--- src/rtl/mux4x1_pkg.sv ---
// Shared select encoding and reset constants for the 4-to-1 datapath selector.
package mux4x1_pkg;

  typedef enum logic [1:0] {
    SEL_D0 = 2'd0,
    SEL_D1 = 2'd1,
    SEL_D2 = 2'd2,
    SEL_D3 = 2'd3
  } sel_t;

  localparam sel_t RESET_SEL = SEL_D0;

endpackage

--- src/rtl/mux4x1_out_reg.sv ---
// Synchronous-reset, enable-gated capture register; 1-cycle latency, holds when enable is low.
module mux4x1_out_reg #(
  parameter int unsigned W = 6,
  parameter logic [W-1:0] RST_VAL = '0
) (
  input  logic         clock,
  input  logic         reset,
  input  logic         enable,
  input  logic [W-1:0] d,
  output logic [W-1:0] q
);

  // Reset takes priority over enable.
  always_ff @(posedge clock) begin
    if (reset) begin
      q <= RST_VAL;
    end else if (enable) begin
      q <= d;
    end
  end

endmodule

--- src/rtl/mux4x1_n.sv ---
// BITS-wide 4:1 mux: MUX_OUT is combinational, MUX_OUT_REG/SEL_REG follow one edge later when ENABLE.
// Define MUX4X1_PARITY_EN to add PARITY (combinational) and PARITY_REG outputs.
module mux4x1_n
  import mux4x1_pkg::*;
#(
  parameter int unsigned BITS = 4
) (
  input  logic            clock,
  input  logic            reset,
  input  logic            ENABLE,
  input  logic [BITS-1:0] D3,
  input  logic [BITS-1:0] D2,
  input  logic [BITS-1:0] D1,
  input  logic [BITS-1:0] D0,
  input  logic [1:0]      SEL,
  output logic [BITS-1:0] MUX_OUT,
  output logic [BITS-1:0] MUX_OUT_REG,
  output logic [1:0]      SEL_REG
`ifdef MUX4X1_PARITY_EN
  ,
  output logic            PARITY,
  output logic            PARITY_REG
`endif
);

`ifdef MUX4X1_PARITY_EN
  localparam int unsigned PW = 1;
`else
  localparam int unsigned PW = 0;
`endif

  localparam int unsigned RW = BITS + 2 + PW;
  localparam logic [RW-1:0] REG_RST = {RESET_SEL, {(BITS + PW){1'b0}}};

  logic [RW-1:0] reg_d;
  logic [RW-1:0] reg_q;

  // An unknown select falls through to the default and yields all-X in simulation.
  always_comb begin
    MUX_OUT = 'x;
    case (sel_t'(SEL))
      SEL_D0:  MUX_OUT = D0;
      SEL_D1:  MUX_OUT = D1;
      SEL_D2:  MUX_OUT = D2;
      SEL_D3:  MUX_OUT = D3;
      default: MUX_OUT = 'x;
    endcase
  end

`ifdef MUX4X1_PARITY_EN
  assign PARITY     = ^MUX_OUT;
  assign reg_d      = {SEL, MUX_OUT, PARITY};
  assign PARITY_REG = reg_q[0];
`else
  assign reg_d      = {SEL, MUX_OUT};
`endif

  assign MUX_OUT_REG = reg_q[PW +: BITS];
  assign SEL_REG     = reg_q[RW-1 -: 2];

  mux4x1_out_reg #(
    .W       (RW),
    .RST_VAL (REG_RST)
  ) u_out_reg (
    .clock  (clock),
    .reset  (reset),
    .enable (ENABLE),
    .d      (reg_d),
    .q      (reg_q)
  );

endmodule

--- config.mk ---
export PLATFORM = sky130hd
export DESIGN_NAME = mux4x1_n
export DESIGN_NICKNAME = d
export VERILOG_FILES = /design/src/rtl/mux4x1_pkg.sv /design/src/rtl/mux4x1_out_reg.sv /design/src/rtl/mux4x1_n.sv
export SDC_FILE = /design/constraint.sdc
export NUM_CORES = 1
export LEC_CHECK = 0
export ABC_CLOCK_PERIOD_IN_PS = 1300
export BUFFER_PORTS_ARGS = -buffer_cell sky130_fd_sc_hd__buf_2
export CORE_AREA = 10 10 47 49
export CTS_CLUSTER_DIAMETER = 120
export CTS_CLUSTER_SIZE = 14
export DETAILED_ROUTE_END_ITERATION = 16
export DIE_AREA = 0 0 57 59
export GPL_ROUTABILITY_DRIVEN = 0
export RECOVER_POWER = 100
export SYNTH_ARGS = -nofsm -noshare
export SYNTH_HDL_FRONTEND = slang
export SYNTH_SLANG_ARGS = --single-unit
--- constraint.sdc ---
create_clock -name clock -period 1.3 [get_ports clock]
set_input_delay 0.195 -clock clock [delete_from_list [all_inputs] [get_ports clock]]
set_output_delay 0.195 -clock clock [all_outputs]
set_load 0.01 [all_outputs]
==> results of run 1 <==
==> cells by family (layout without fill, tap and decap cells) <==
family          Yosys count  count (layout)  synth area share, %
buf+inv                   3              33                 6.25
mux                      14              14                 36.8
flops                     6               6                 31.6
compound gates            4               4                 9.21
simple gates              8               8                 16.1
==> worst min path at each step <==
stage	slack [ns]	from	depth (start not counted)	end
after floorplan	0.27	reset	1	u_out_reg.q[4]
after global placement	0.46	reset	2	u_out_reg.q[5]
after detailed placement	0.45	reset	2	u_out_reg.q[4]
after CTS	0.20	reset	2	u_out_reg.q[4]
after global routing	0.23	reset	2	u_out_reg.q[4]
final	0.21	reset	2	u_out_reg.q[4]
==> cell usage after synthesis <==
cell and n:
o221ai_1 4, or3b_2 4, nor2_1 2, buf_6 1
nand3b_1 1, buf_2 1, mux2i_1 14, dfxtp_1 6
or3b_4 1, buf_4 1
==> power breakdown <==
part	switching (mW)	internal, mW
Sequential	0.00573	0.198
Clock	0.0612	0.104
Combinational	0.0675	0.0659
==> layer usage <==
layer | vias to the layer above | track usage [%] | part of all wire [%]
li1 | 197 | - | -
met1 | 158 | 6.67 | 39
met2 | 13 | 10.5 | 50
met3 | 0 | 4.72 | 11
met4 | 0 | 4.03 | 0
met5 | - | 0 | 0
==> worst max-delay path: stages <==
cell      delay, ns
clkbuf_2       0.25
mux2i_1        0.29
mux2i_1        0.10
clkbuf_1       0.14
==> metrics by stage <==
stage | utilization [%] | hold WS, ns | std cells | instance area (um^2)
6_report | 38.5 | 0.213 | 81 | 539
5_1_grt | 38.5 | 0.228 | 81 | 539
4_1_cts | 39.2 | 0.196 | 81 | 549
3_5_place_dp | 37.6 | 0.452 | 78 | 527
3_3_place_gp | 37.6 | 0.455 | 78 | 527
2_1_floorplan | - | 0.267 | 35 | 380
==> layout by cell type, fill, tap and decap left out <==
master,Yosys,layout
buf_2,1,20
mux2i_1,14,14
clkbuf_1,0,8
dfxtp_1,6,6
or3b_2,4,4
o221ai_1,4,4
clkbuf_4,0,3
nor2_1,2,2
clkbuf_2,0,2
or3b_4,1,1
nand3b_1,1,1
==> area by class of cell <==
| type | count | area (um^2) | area share (%) |
|---|---|---|---|
| Tap cell | 16 | 20.0 | 3.71 |
| Timing Repair Buffer | 30 | 140 | 26.0 |
| Sequential cell | 6 | 120 | 22.3 |
| Clock buffer | 3 | 22.5 | 4.18 |
| Multi-Input combinational cell | 26 | 236 | 43.9 |
==> flow_summary_export.csv, run 1 <==
group,metric,value,unit
timing,timing.fmax,861,MHz
timing,slew_headroom,81.9,%
placement,dp_hpwl,978,um
timing,fin_crit,1.16,ns
clock_network,cts_tree,"built",
clock_network,ctsResizeCount,0,
clock_network,cts-root-buf,"clkbuf_4",
floorplanning,die_y,59,um
timing,finalHoldViolCount,0,
routing,ant_nets,0,
timing,setup_violations,0,
final_layout,top_regs,"u_out_reg.q: 6 flops",
final_layout,nets,88,
grt,grt_pass1_wl,1800,um
floorplanning,die_area,3360,um^2
final_layout,regMostFlops,"u_out_reg.q",
grt,grt_remaining_overflow,0,
run,cap_viol_max_count,0,
synthesis,ys_types,10,
clock_network,cts_setup_buffers,0,
floorplanning,rows,14,
clock_network,cts_sinks,6,
timing,finalCritPeriodShare,89.4,%
routing,drc,0,
routing,route.vias.total,368,
critical_path,reg2reg_depth,2,
timing,fin_tns_setup,0,ns
grt,grt_pass1_vias,426,
synthesis,seq_area_frac_synth,31.6,%
critical_path,r2r-start,"u_out_reg.q[1]",
final_layout,largest_reg_flops,6,
final_layout,drive_above_1_share,46.2,%
power,p_total,503,uW
grt,track_usage,6.84,%
status,status,"complete, no violations",
critical_path,end_kind,"output pin",
critical_path,r2r-end,"u_out_reg.q[1]",
timing,setup_slack,0.138,ns
synthesis,netlist_top_cells_area,"mux2i_1, dfxtp_1, o221ai_1",
critical_path,cp-start-kind,"input pin",
routing,drtPass1Iterations,2,
timing,grt_setup_unrepaired,"no",
critical_path,arrival,0.97,ns
synthesis,synth_top_cell_area_share,36.8,%
clock_network,cts_made_buffers,3,
clock_network,clk_pin_slew_worst_paths,0.04,ns
clock_network,hold_buffers,0,
critical_path,worstSetupPathType,"in -> out",
final_layout,syn2layout_area_growth,41.8,%
floorplanning,die_width,57,um
placement,post-place-ws,0.157,ns
floorplanning,start_util,27.1,%
grt,grt_start_max_net_pins,10,
min_path,holdCritPathClass,"in -> reg",
power,ir_worst_vdd,0.000406,V
synthesis,synth_fp_nets,56,
placement,numPortBuffers,30,
clock_network,cts_max_path_buffers,2,
final_layout,n_fill_cell,165,
timing,worst-slew-pin-transition,0.271,ns
synthesis,synth_top_cell_by_area,"mux2i_1",
clock_network,clock_latency,0.24,ns
synthesis,yosys_register_bits,6,
floorplanning,coreArea,1400,um^2
grt,antenna_found_initial,0,
synthesis,syn_inst,35,
final_layout,n_antenna_cell,0,
floorplanning,ioPinCount,31,
synthesis,ys_warn_count,0,
timing,skew,0,ns
critical_path,cp-startpoint,"SEL[0]",
critical_path,cp_data_required_time,1.11,ns
routing,viasPerCell,4.54,
synthesis,syn_area,380,um^2
critical_path,critical_path.endpoint,"MUX_OUT[3]",
routing,drt_iter0_markers,1,
power,power_density,932,nW/um^2
critical_path,reg2reg_slack,0.37,ns
routing,drt-total-wl,1130,um
synthesis,syn_area_per_cell,10.9,um^2
clock_network,htreeDepth,1,
routing,routedWlPerCell,14.0,um
power,leakage,0.267,nW
critical_path,cp_max_fo,9,
timing,final-max-slew-violation-count,0,
Power figures use the tool's default switching activity.
==> run 2, diff against run 1 <==
--- a/config.mk
+++ b/config.mk
@@ -13,7 +13,6 @@
 export DETAILED_ROUTE_END_ITERATION = 16
 export DIE_AREA = 0 0 57 59
 export GPL_ROUTABILITY_DRIVEN = 0
-export RECOVER_POWER = 100
 export SYNTH_ARGS = -nofsm -noshare
 export SYNTH_HDL_FRONTEND = slang
 export SYNTH_SLANG_ARGS = --single-unit
==> flow_summary_export.csv, run 2 (synthesis gave the netlist of run 1 again) <==
group,metric,value,unit
power,leakage,0.296,nW
power,p_total,507,uW
clock_network,ctsResizeCount,0,
clock_network,hold_buffers,0,
clock_network,htreeDepth,1,
final_layout,syn2layout_area_growth,44.4,%
grt,grt_pass1_vias,426,
final_layout,multiInputGateArea,236,um^2
timing,skew,0,ns
floorplanning,ioPinCount,31,
critical_path,cp_data_required_time,1.11,ns
final_layout,n_fill_cell,159,
clock_network,cts_made_buffers,3,
timing,setup_violations,0,
critical_path,arrival,0.94,ns
routing,drt-total-wl,1140,um
grt,grt_pass1_wl,1800,um
final_layout,final_common_cell,"buf_2",
floorplanning,die_area,3360,um^2
timing,finalCritPeriodShare,87.6,%
power,ir_worst_vdd,0.000410,V
timing,timing.fmax,878,MHz
final_layout,n_antenna_cell,0,
critical_path,cp-start-kind,"input pin",
floorplanning,die_y,59,um
clock_network,clock_latency,0.24,ns
run,cap_viol_max_count,0,
critical_path,reg2reg_slack,0.37,ns
placement,numPortBuffers,30,
clock_network,clk_pin_slew_worst_paths,0.04,ns
timing,fin_crit,1.14,ns
power,power_density,924,nW/um^2
final_layout,regMostFlops,"u_out_reg.q",
min_path,holdCritPathClass,"in -> reg",
timing,worst-slew-pin-transition,0.242,ns
critical_path,cp_max_fo,9,
routing,drtPass1Iterations,2,
floorplanning,coreArea,1400,um^2
final_layout,largest_reg_flops,6,
clock_network,cts_setup_buffers,0,
final_layout,nets,88,
floorplanning,start_util,27.1,%
grt,grt_start_max_net_pins,10,
placement,dp_hpwl,978,um
clock_network,cts_sinks,6,
routing,ant_nets,0,
clock_network,cts-root-buf,"clkbuf_4",
routing,drt_iter0_markers,1,
final_layout,final-seq-area,120,um^2
timing,finalHoldViolCount,0,
timing,final-max-slew-violation-count,0,
grt,track_usage,6.84,%
routing,viasPerCell,4.53,
timing,fin_tns_setup,0,ns
timing,setup_slack,0.161,ns
final_layout,drive_above_1_share,58.5,%
routing,drc,0,
placement,post-place-ws,0.157,ns
timing,grt_setup_unrepaired,"no",
critical_path,end_kind,"output pin",
floorplanning,rows,14,
grt,antenna_found_initial,0,
grt,grt_remaining_overflow,0,
final_layout,final_cell_mix,"buf_2, mux2i_1, dfxtp_1, or3b_2, o221ai_1",
timing,slew_headroom,83.8,%
clock_network,cts_max_path_buffers,2,
final_layout,top_regs,"u_out_reg.q: 6 flops",
critical_path,worstSetupPathType,"in -> out",
routing,routedWlPerCell,14.0,um
floorplanning,die_width,57,um
clock_network,cts_tree,"built",
status,status,"complete, no violations",
routing,route.vias.total,367,
run 2: cell count changes in the layout (fill, tap and decap cells not counted):
cell,change
clkbuf_2,-2
clkbuf_1,-8
buf_2,+10
run 2: worst paths after layout:
check / start / end / depth (start not counted)
worst min register to register: u_out_reg.q[4] / u_out_reg.q[4] / 2
worst min-delay path: reset / u_out_reg.q[4] / 2
worst max-delay path: SEL[0] / MUX_OUT[3] / 4
worst max register to register: u_out_reg.q[1] / u_out_reg.q[1] / 2
run 2: critical path, stage by stage:
cell and delay (ns):
buf_2 0.23, mux2i_1 0.28, mux2i_1 0.09, buf_2 0.15
run 2: stage by stage:
| step | util, % | cells | hold WS, ns | area, um^2 |
|---|---|---|---|---|
| 2_1_floorplan | - | 35 | 0.267 | 380 |
| 3_3_place_gp | 37.6 | 78 | 0.455 | 527 |
| 3_5_place_dp | 37.6 | 78 | 0.452 | 527 |
| 4_1_cts | 39.2 | 81 | 0.196 | 549 |
| 5_1_grt | 39.2 | 81 | 0.228 | 549 |
| 6_report | 39.2 | 81 | 0.214 | 549 |
run 2: where the power goes:
part           total (mW)  internal (mW)  leakage (nW)  switching (mW)
Clock               0.165          0.104        0.0138          0.0611
Combinational       0.138         0.0713         0.232          0.0671
Sequential          0.204          0.198        0.0495         0.00546
Total               0.507          0.374         0.296           0.134
run 2: per-layer routing:
layer  vias to the layer above  GRT usage (%)  routed length (um)
li1                        198              -                   -
met1                       156           6.67                 418
met2                        13           10.5                 561
met3                         0           4.72                 158
met4                         0           4.03                   0
met5                         -              0                   0
run 2: area by class of cell:
class	instances	share of cell area (%)
flip-flops and latches	6	21.9
repair buffers	30	27.3
multi-input cells	26	43.1
well taps	16	3.64
clock buffers	3	4.10
